File: src/rtl/beam_sweep_sequencer.sv
// Phased-array sweep sequencer: per angle, load speaker phases, settle, burst, then listen.
// Optional SWEEP_PINGPONG_EN: angle index bounces 0..N-1..0 instead of wrapping.
module beam_sweep_sequencer #(
    parameter int unsigned N_SPK      = 37,
    parameter int unsigned N_ANGLES   = 16,
    parameter logic [6:0]  ADDR_BASE  = 7'h11,
    parameter int unsigned SETTLE_CYC = 8,
    localparam int unsigned TA_W      = $clog2(N_ANGLES * N_SPK),
    localparam int unsigned AI_W      = $clog2(N_ANGLES)
) (
    input  logic            clk,
    input  logic            res,
    input  logic            start,
    input  logic            stop,
    input  logic [15:0]     burst_len,
    input  logic [15:0]     listen_len,
    output logic [TA_W-1:0] tbl_addr,
    input  logic [3:0]      tbl_data,
    output logic            reg_we,
    output logic [6:0]      reg_addr,
    output logic [3:0]      reg_wdata,
    output logic            spk_on,
    output logic            mic_on,
    output logic            busy,
    output logic [AI_W-1:0] angle_idx,
    output logic            frame_done,
    output logic            sweep_done
);

    typedef enum logic [2:0] {
        StIdle,
        StLoad,
        StSettle,
        StBurst,
        StListen,
        StDone
    } state_e;

    localparam logic [AI_W-1:0] LastAngle = AI_W'(N_ANGLES - 1);
    localparam logic [15:0]     LoadLast  = 16'(N_SPK);
    localparam logic [15:0]     SettleEnd = 16'(SETTLE_CYC - 1);

    state_e          state_q, state_d;
    logic [15:0]     cnt_q, cnt_d;
    logic [15:0]     len_q, len_d;
    logic [AI_W-1:0] angle_q, angle_d;
    logic            stop_req_q, stop_req_d;
`ifdef SWEEP_PINGPONG_EN
    logic            dir_q, dir_d;
`endif

    always_ff @(posedge clk) begin
        if (res) begin
            state_q    <= StIdle;
            cnt_q      <= 16'd0;
            len_q      <= 16'd0;
            angle_q    <= '0;
            stop_req_q <= 1'b0;
`ifdef SWEEP_PINGPONG_EN
            dir_q      <= 1'b0;
`endif
        end else begin
            state_q    <= state_d;
            cnt_q      <= cnt_d;
            len_q      <= len_d;
            angle_q    <= angle_d;
            stop_req_q <= stop_req_d;
`ifdef SWEEP_PINGPONG_EN
            dir_q      <= dir_d;
`endif
        end
    end

    always_comb begin
        state_d    = state_q;
        cnt_d      = cnt_q + 16'd1;
        len_d      = len_q;
        angle_d    = angle_q;
        stop_req_d = stop_req_q | stop;
`ifdef SWEEP_PINGPONG_EN
        dir_d      = dir_q;
`endif
        tbl_addr   = '0;
        reg_we     = 1'b0;
        reg_addr   = 7'd0;
        reg_wdata  = 4'd0;
        spk_on     = 1'b0;
        mic_on     = 1'b0;
        frame_done = 1'b0;
        sweep_done = 1'b0;

        unique case (state_q)
            StIdle: begin
                // stop in IDLE is discarded; with start in the same cycle it also blocks the start
                stop_req_d = 1'b0;
                cnt_d      = 16'd0;
                if (start && !stop) begin
                    state_d = StLoad;
                    angle_d = '0;
`ifdef SWEEP_PINGPONG_EN
                    dir_d   = 1'b0;
`endif
                end
            end
            StLoad: begin
                // Table read runs one cycle ahead of the matching register write
                if (cnt_q < LoadLast) begin
                    tbl_addr = TA_W'(angle_q) * TA_W'(N_SPK) + TA_W'(cnt_q);
                end
                if (cnt_q != 16'd0) begin
                    reg_we    = 1'b1;
                    reg_addr  = ADDR_BASE + 7'(cnt_q) - 7'd1;
                    reg_wdata = tbl_data;
                end
                if (cnt_q == LoadLast) begin
                    state_d = StSettle;
                    cnt_d   = 16'd0;
                end
            end
            StSettle: begin
                if (cnt_q == SettleEnd) begin
                    cnt_d = 16'd0;
                    if (burst_len != 16'd0) begin
                        state_d = StBurst;
                        len_d   = burst_len;
                    end else if (listen_len != 16'd0) begin
                        state_d = StListen;
                        len_d   = listen_len;
                    end else begin
                        state_d = StDone;
                    end
                end
            end
            StBurst: begin
                spk_on = 1'b1;
                if (cnt_q == len_q - 16'd1) begin
                    cnt_d = 16'd0;
                    if (listen_len != 16'd0) begin
                        state_d = StListen;
                        len_d   = listen_len;
                    end else begin
                        state_d = StDone;
                    end
                end
            end
            StListen: begin
                mic_on = 1'b1;
                if (cnt_q == len_q - 16'd1) begin
                    cnt_d   = 16'd0;
                    state_d = StDone;
                end
            end
            StDone: begin
                frame_done = 1'b1;
                cnt_d      = 16'd0;
`ifdef SWEEP_PINGPONG_EN
                // Turn-around skips the end angle so it is not visited twice in a row
                if (!dir_q) begin
                    if (angle_q == LastAngle) begin
                        sweep_done = 1'b1;
                        dir_d      = 1'b1;
                        angle_d    = LastAngle - AI_W'(1);
                    end else begin
                        angle_d = angle_q + AI_W'(1);
                    end
                end else begin
                    if (angle_q == '0) begin
                        sweep_done = 1'b1;
                        dir_d      = 1'b0;
                        angle_d    = AI_W'(1);
                    end else begin
                        angle_d = angle_q - AI_W'(1);
                    end
                end
`else
                if (angle_q == LastAngle) begin
                    sweep_done = 1'b1;
                    angle_d    = '0;
                end else begin
                    angle_d = angle_q + AI_W'(1);
                end
`endif
                state_d = (stop_req_q || stop) ? StIdle : StLoad;
            end
            default: begin
                state_d = StIdle;
            end
        endcase
    end

    assign busy      = (state_q != StIdle);
    assign angle_idx = angle_q;

endmodule

File: config.mk
export PLATFORM = sky130hd
export DESIGN_NAME = beam_sweep_sequencer
export DESIGN_NICKNAME = d
export VERILOG_FILES = /design/src/rtl/beam_sweep_sequencer.sv
export SDC_FILE = /design/constraint.sdc
export NUM_CORES = 1
export LEC_CHECK = 0
export ABC_AREA = 0
export ABC_CLOCK_PERIOD_IN_PS = 4800
export CAP_MARGIN = 20
export CORE_MARGIN = 3
export CORE_UTILIZATION = 57
export DETAILED_ROUTE_END_ITERATION = 16
export HOLD_SLACK_MARGIN = 0.06
export MAX_ROUTING_LAYER = met4
export PLACE_DENSITY = 0.93
export SLEW_MARGIN = 20
export SYNTH_ARGS = -nofsm -noshare
export SYNTH_HDL_FRONTEND = slang
export SYNTH_SLANG_ARGS = --single-unit
File: constraint.sdc
create_clock -name clk -period 4.8 [get_ports clk]
set_input_delay 0.48 -clock clk [delete_from_list [all_inputs] [get_ports clk]]
set_output_delay 0.48 -clock clk [all_outputs]
set_load 0.02 [all_outputs]
==> impl_metrics.sql, run 1 <==
INSERT INTO impl_metrics (metric_group, metric, value, unit) VALUES
('global_route', 'grt_first_pass_wirelength', '16000', 'um'),
('global_route', 'grt_util_all_layers', '28.0', '%'),
('sta', 'timing.final.crit_share', '88.3', '%'),
('synth', 'seq_area_frac_synth', '22.9', '%'),
('sta', 'setup-violations-final', '0', ''),
('synth', 'synth_flop_cell', 'sky130_fd_sc_hd__dfxtp_1', ''),
('sta', 'max_freq', '236', 'MHz'),
('detailed_routing', 'route.vias.total', '3705', ''),
('finish', 'num-nets-final', '593', ''),
('synth', 'synth-seq-cells', '40', ''),
('critical_path', 'crit_path_max_incr_delay', '630', 'ps'),
('critical_path', 'setup.worst_path.start_class', 'flop', ''),
('synth', 'syn_area', '0.00350', 'mm^2'),
('placed_design', 'place_hpwl', '7500', 'um'),
('cts', 'insertion_delay', '300', 'ps'),
('die', 'floorplan.die_area', '0.00711', 'mm^2'),
('synth', 'yosys.area.top_type_share', '22.9', '%'),
('cts', 'cts-resized-gates', '0', ''),
('critical_path', 'cpMaxStageDelayCell', 'sky130_fd_sc_hd__clkdlybuf4s50_1', ''),
('placed_design', 'dpl.cell_count', '587', ''),
('global_route', 'vias_in_the_first_global_route', '3446', ''),
('synth', 'netlist_instances', '468', ''),
('cts', 'cts-buffers-inserted', '5', ''),
('critical_path', 'cp_max_fo', '7', ''),
('detailed_routing', 'routed_wirelength_normalized_by_instance_count', '16.6', 'um'),
('synth', 'synth_cell_type_count', '56', ''),
('synth', 'synth_async_sr_flop_share', '0', '%'),
('critical_path', 'critical_path.endpoint_type', 'output pin', ''),
('die', 'core_area', '0.00571', 'mm^2'),
('cts', 'cts_hold_repair.buffers', '0', ''),
('cts', 'clkTransAtPathRegs', '80', 'ps'),
('critical_path', 'path_cells', 'ha_1 > inv_1 > fa_1 > inv_1 > ha_1 > nor2b_1 > o21ai_0 > nand2b_1 > a21o_1 > a21o_1 > a31oi_1 > xnor2_1 > nor2_1 > clkdlybuf4s50_1', ''),
('finish', 'layout-drive-gt1-share', '4.40', '%'),
('global_route', 'initial_antenna_violation_count', '0', ''),
('synth', 'synth_fp_nets', '539', ''),
('sta', 'grt_setup_unrepaired', 'no', ''),
('job', 'drv.max_cap_violation_count', '0', ''),
('finish', 'antenna_cells_inserted', '0', ''),
('finish', 'layout.filler_cells', '438', ''),
('cts', 'cts-htree-levels', '2', ''),
('synth', 'synth.largest_area_cell', 'sky130_fd_sc_hd__dfxtp_1', ''),
('die', 'floorplan.die.width', '84.3', 'um'),
('detailed_routing', 'drtPass1Iterations', '6', ''),
('placed_design', 'weighted_congestion_at_the_end_of_routability_driven_global_placement', '0.893', ''),
('cts', 'cts-root-buf', 'sky130_fd_sc_hd__clkbuf_8', ''),
('die', 'die_ht', '84.3', 'um'),
('sta', 'totalNegativeSetupSlack', '0', 'ps'),
('finish', 'layoutNonFillerInstCount', '595', ''),
('die', 'floorplan.initialDensity', '61.2', '%'),
('detailed_routing', 'drc_violation_total_after_the_first_tritonroute_iteration', '280', ''),
('sta', 'finalCriticalPeriod', '4240', 'ps'),
('placed_design', 'port_buffer_cells', '70', ''),
('global_route', 'grt_remaining_overflow', '0', ''),
('synth', 'postSynthAreaPerCell', '7.47', 'um^2'),
('detailed_routing', 'routed_wirelength', '9850', 'um'),
('critical_path', 'flop2flop_setup_slack', '1480', 'ps'),
('sta', 'worst_slew_pin_slew', '962', 'ps'),
('power', 'power.density', '228', 'mW/mm^2'),
('run_status', 'run_status', 'finished, final reports clean', ''),
('critical_path', 'setup.worst_path.class', 'flop to output pin', ''),
('power', 'cellLeakagePower', '1.77', 'nW'),
('sta', 'drv_slew', '0', ''),
('finish', 'layout-area-overhead-vs-synth', '23.6', '%'),
('power', 'vdd.ir_drop.worst', '0.217', 'mV'),
('cts', 'cts.sink_count', '40', ''),
('cts', 'cts_setup_buffers', '0', ''),
('die', 'pin_count', '71', ''),
('cts', 'clockBufferDepth', '2', ''),
('sta', 'final-hold-violation-count', '0', ''),
('worst_hold_path', 'worstHoldPathType', 'flop to flop', ''),
('synth', 'synth_warnings', '0', ''),
('detailed_routing', 'detail_route.vias_per_cell', '6.23', ''),
('die', 'row_count', '27', ''),
('sta', 'timing.slew.headroom', '35.8', '%'),
('detailed_routing', 'final_antenna_net_count', '0', ''),
('cts', 'tritoncts', 'done', ''),
('critical_path', 'cp.required', '4320', 'ps'),
('global_route', 'largest_net_degree_at_the_start_of_global_routing', '33', ''),
('sta', 'timing.clock.skew', '5.55', 'ps'),
('detailed_routing', 'drc', '0', ''),
('synth', 'synth_edf_count', '0', ''),
('synth', 'yosys-top-cells-area', 'sky130_fd_sc_hd__dfxtp_1 (23%), sky130_fd_sc_hd__ha_1 (9.7%), sky130_fd_sc_hd__a21oi_1 (6.3%)', ''),
('critical_path', 'worstPathArrival', '3760', 'ps');
-- logic make-up (layout without fill, tap and decap cells) --
| kind of cell | count (synthesis) | after routing | synth area share, % |
|---|---|---|---|
| and+or+nand+nor | 192 | 192 | 29.3 |
| AOI/OAI and AO/OA | 114 | 114 | 19.7 |
| buffers and inverters | 50 | 105 | 5.83 |
| xor gates and xnor gates | 40 | 40 | 10.0 |
| DFF | 40 | 40 | 22.9 |
| adders and majority gates | 31 | 31 | 12.0 |
| muxes | 1 | 1 | 0.286 |
-- Yosys cell counts, types with 2 or more instances --
master / number
sky130_fd_sc_hd__clkbuf_1: 17
sky130_fd_sc_hd__nor2b_1: 4
sky130_fd_sc_hd__dfxtp_1: 40
sky130_fd_sc_hd__a22oi_1: 2
sky130_fd_sc_hd__nand3_1: 19
sky130_fd_sc_hd__or3b_2: 2
sky130_fd_sc_hd__nand2b_1: 13
sky130_fd_sc_hd__a311oi_1: 2
sky130_fd_sc_hd__nand4_1: 6
sky130_fd_sc_hd__nor4_1: 14
sky130_fd_sc_hd__o21a_1: 4
sky130_fd_sc_hd__or4_1: 6
sky130_fd_sc_hd__ha_1: 27
sky130_fd_sc_hd__and4_1: 3
sky130_fd_sc_hd__buf_2: 7
sky130_fd_sc_hd__xnor2_1: 22
sky130_fd_sc_hd__a41o_1: 2
sky130_fd_sc_hd__o31ai_1: 2
sky130_fd_sc_hd__a21oi_1: 44
sky130_fd_sc_hd__nor4b_1: 2
sky130_fd_sc_hd__fa_1: 4
sky130_fd_sc_hd__and2_1: 3
sky130_fd_sc_hd__o21ai_1: 4
sky130_fd_sc_hd__o21ai_0: 32
sky130_fd_sc_hd__inv_1: 24
sky130_fd_sc_hd__or4_4: 2
sky130_fd_sc_hd__a21o_1: 7
sky130_fd_sc_hd__nor2_1: 51
sky130_fd_sc_hd__xor2_1: 18
sky130_fd_sc_hd__a211oi_1: 3
sky130_fd_sc_hd__or2_2: 2
sky130_fd_sc_hd__nand3b_1: 2
sky130_fd_sc_hd__nand2_1: 29
sky130_fd_sc_hd__nor3_1: 13
sky130_fd_sc_hd__and3_1: 14
sky130_fd_sc_hd__a221oi_1: 2
-- sequential cells by signal, summed over array words and instances, names as in the netlist --
name,count
state_q,3
len_q,16
stop_req_q,1
cnt_q,16
angle_idx,4
-- cell type report --
class | instances | area (um^2) | share of cell area, %
clock inverter | 1 | 30.0 | 0.695
clock buffer | 7 | 96.3 | 2.23
sequential | 40 | 801 | 18.5
timing repair buffer | 73 | 723 | 16.7
inverter | 24 | 90.1 | 2.08
tap | 72 | 90.1 | 2.08
multi-input combinational | 378 | 2490 | 57.6
-- metrics by stage --
step	power (mW)	hold slack, ps	setup WS, ps	utilization, %	area [um^2]
floorplan	0.579	453	1420	-	3500
global placement	0.670	467	1010	73.5	4200
detailed placement	0.680	469	876	73.5	4200
CTS	0.982	483	540	75.7	4320
global route	1.03	522	331	75.7	4320
finish	0.985	485	563	75.7	4320
-- critical path, delay by kind of cell (launching register included) --
kind | cells | cell delay (ps)
adders and majority gates | 3 | 1120
AOI/OAI and AO/OA | 4 | 760
buffers and inverters | 3 | 730
DFF | 1 | 400
and+or+nand+nor | 3 | 350
xor gates and xnor gates | 1 | 100
-- layer usage --
metal	global-route usage [%]	vias up	wire, um
met4	9.21	0	265
met1	32.7	1740	4030
met3	6.48	32	725
li1	-	1777	-
met5	-	-	0
met2	47.2	156	4830
-- final timing paths --
kind | startpoint | endpoint | cells after the start
max | angle_idx[1] | tbl_addr[9] | 14
min | stop_req_q | stop_req_q | 2
max reg2reg | len_q[0] | cnt_q[6] | 10
min reg2reg | stop_req_q | stop_req_q | 2
-- layout by cell type (no fill, tap or decap), drive strengths merged, types with 13 or more instances in the layout --
| cell | count |
|---|---|
| a21oi | 44 |
| ha | 27 |
| nand2 | 29 |
| nand3 | 19 |
| nor3 | 14 |
| clkdlybuf4s50 | 70 |
| inv | 24 |
| nor4 | 15 |
| xor2 | 18 |
| nor2 | 51 |
| xnor2 | 22 |
| dfxtp | 40 |
| o21ai | 36 |
| and3 | 14 |
| nand2b | 13 |
-- report_power, final --
part / switching [mW] / internal (mW)
sequential: 0.0379 / 0.345
combinational: 0.176 / 0.118
clock: 0.125 / 0.184
total: 0.338 / 0.646
Note: power is estimated with default switching activity, not from simulation.
==> run 2, diff against run 1 <==
Settings changed: PLACE_DENSITY 0.93 to 0.87.
==> impl_metrics.sql, run 2 (synthesis gave the netlist of run 1 again) <==
INSERT INTO impl_metrics (metric_group, metric, value, unit) VALUES
('job', 'drv.max_cap_violation_count', '0', ''),
('finish', 'antenna_cells_inserted', '0', ''),
('global_route', 'grt_remaining_overflow', '0', ''),
('die', 'pin_count', '71', ''),
('power', 'power.density', '222', 'mW/mm^2'),
('global_route', 'grt_util_all_layers', '27.0', '%'),
('finish', 'layout-drive-gt1-share', '4.21', '%'),
('sta', 'finalCriticalPeriod', '4220', 'ps'),
('finish', 'num-nets-final', '593', ''),
('detailed_routing', 'final_antenna_net_count', '0', ''),
('critical_path', 'critPathTopFamily', 'adder cells', ''),
('finish', 'commonest_non_fill_non_tap_cell_in_the_layout', 'sky130_fd_sc_hd__clkdlybuf4s50_1', ''),
('critical_path', 'cpMaxStageDelayCell', 'sky130_fd_sc_hd__clkdlybuf4s50_1', ''),
('detailed_routing', 'drtPass1Iterations', '5', ''),
('die', 'core_area', '0.00571', 'mm^2'),
('detailed_routing', 'drc_violation_total_after_the_first_tritonroute_iteration', '213', ''),
('cts', 'cts-resized-gates', '0', ''),
('placed_design', 'port_buffer_cells', '70', ''),
('critical_path', 'crit_cells', '14', ''),
('cts', 'clockBufferDepth', '2', ''),
('critical_path', 'cp.buffers_inverters', '3', ''),
('detailed_routing', 'detail_route.vias_per_cell', '6.08', ''),
('cts', 'cts-buffers-inserted', '5', ''),
('detailed_routing', 'drc', '0', ''),
('sta', 'timing.final.crit_share', '87.9', '%'),
('global_route', 'grt_first_pass_wirelength', '15600', 'um'),
('global_route', 'initial_antenna_violation_count', '0', ''),
('run_status', 'run_status', 'finished, final reports clean', ''),
('sta', 'totalNegativeSetupSlack', '0', 'ps'),
('cts', 'cts-root-buf', 'sky130_fd_sc_hd__clkbuf_8', ''),
('finish', 'layoutNonFillerInstCount', '595', ''),
('cts', 'cts_setup_buffers', '0', ''),
('die', 'floorplan.die_area', '0.00711', 'mm^2'),
('critical_path', 'crit_path_max_incr_delay', '630', 'ps'),
('die', 'row_count', '27', ''),
('sta', 'final-hold-violation-count', '0', ''),
('placed_design', 'dpl.cell_count', '587', ''),
('global_route', 'largest_net_degree_at_the_start_of_global_routing', '33', ''),
('sta', 'timing.slew.headroom', '34.3', '%'),
('critical_path', 'critical_path.endpoint_type', 'output pin', ''),
('critical_path', 'worstPathArrival', '3740', 'ps'),
('cts', 'cts.sink_count', '40', ''),
('power', 'vdd.ir_drop.worst', '0.237', 'mV'),
('finish', 'layout-area-overhead-vs-synth', '23.1', '%'),
('critical_path', 'setup.worst_path.class', 'flop to output pin', ''),
('critical_path', 'timing.reg2reg.worst_path_depth', '10', ''),
('cts', 'tritoncts', 'done', ''),
('sta', 'grt_setup_unrepaired', 'no', ''),
('sta', 'max_freq', '237', 'MHz'),
('power', 'power', '0.957', 'mW'),
('sta', 'drv_slew', '0', ''),
('placed_design', 'place_hpwl', '7400', 'um'),
('die', 'die_ht', '84.3', 'um'),
('finish', 'layout.filler_cells', '477', ''),
('cts', 'insertion_delay', '290', 'ps'),
('finish', 'final_cell_utilization_of_the_core', '75.4', '%'),
('cts', 'cts_hold_repair.buffers', '0', ''),
('power', 'cellLeakagePower', '1.76', 'nW'),
('cts', 'clkTransAtPathRegs', '80', 'ps'),
('die', 'floorplan.die.width', '84.3', 'um'),
('sta', 'timing.clock.skew', '7.25', 'ps'),
('critical_path', 'setup.worst_path.start_class', 'flop', ''),
('critical_path', 'cp_max_fo', '7', ''),
('cts', 'cts-htree-levels', '2', ''),
('sta', 'setup-violations-final', '0', ''),
('critical_path', 'path_cells', 'ha_1 > inv_1 > fa_1 > inv_1 > ha_1 > nor2b_1 > o21ai_0 > nand2b_1 > a21o_1 > a21o_1 > a31oi_1 > xnor2_1 > nor2_1 > clkdlybuf4s50_1', ''),
('detailed_routing', 'routed_wirelength', '9570', 'um'),
('worst_hold_path', 'hold_path_stages', '2', ''),
('worst_hold_path', 'worstHoldPathType', 'flop to flop', ''),
('finish', 'mostFrequentLayoutCells', 'sky130_fd_sc_hd__clkdlybuf4s50_1 (70), sky130_fd_sc_hd__nor2_1 (51), sky130_fd_sc_hd__a21oi_1 (44)', ''),
('detailed_routing', 'routed_wirelength_normalized_by_instance_count', '16.1', 'um'),
('detailed_routing', 'route.vias.total', '3615', ''),
('global_route', 'vias_in_the_first_global_route', '3262', ''),
('sta', 'worst_slew_pin_slew', '983', 'ps'),
('die', 'floorplan.initialDensity', '61.2', '%'),
('placed_design', 'weighted_congestion_at_the_end_of_routability_driven_global_placement', '0.890', ''),
('critical_path', 'cp.required', '4320', 'ps');
==> run 2: final timing paths <==
check                           slack [ps]          end          from
worst max register to register        1260     cnt_q[5]      len_q[0]
worst min-delay path                   490   stop_req_q    stop_req_q
worst max-delay path                   580  tbl_addr[9]  angle_idx[1]
worst min register to register         490   stop_req_q    stop_req_q
==> run 2: layout make-up <==
| class | instances | area, um^2 | share of cell area, % |
|---|---|---|---|
| tap | 72 | 90.1 | 2.09 |
| inverter | 24 | 90.1 | 2.09 |
| clock inverter | 2 | 35.0 | 0.814 |
| sequential | 40 | 801 | 18.6 |
| timing repair buffer | 73 | 723 | 16.8 |
| multi-input combinational | 378 | 2490 | 57.9 |
| clock buffer | 6 | 72.6 | 1.69 |
==> run 2: metrics by stage <==
stage / setup WS (ps) / instance area [um^2] / hold slack, ps
6_report: 581 / 4300 / 490
3_5_place_dp: 904 / 4200 / 480
2_1_floorplan: 1420 / 3500 / 453
4_1_cts: 571 / 4300 / 495
5_1_grt: 360 / 4300 / 557
3_3_place_gp: 1010 / 4200 / 464
==> run 2: layer usage <==
metal / share of wire, % / track usage [%]
met1: 44 / 34.6
met2: 49 / 44.3
met5: 0 / -
met4: 1.4 / 5.99
met3: 5.3 / 5.00
==> run 2: where the power goes <==
group	leakage [nW]	switching, mW	internal [mW]
registers	0.323	0.0377	0.345
logic	1.38	0.178	0.118
clock network	0.0552	0.124	0.154
total	1.76	0.340	0.617
==> run 2: tightest hold or removal path, delay by kind of cell (launching register included) <==
| family | cells | cell delay, ps |
|---|---|---|
| flip-flops | 1 | 320 |
| AND/OR/NAND/NOR | 2 | 140 |
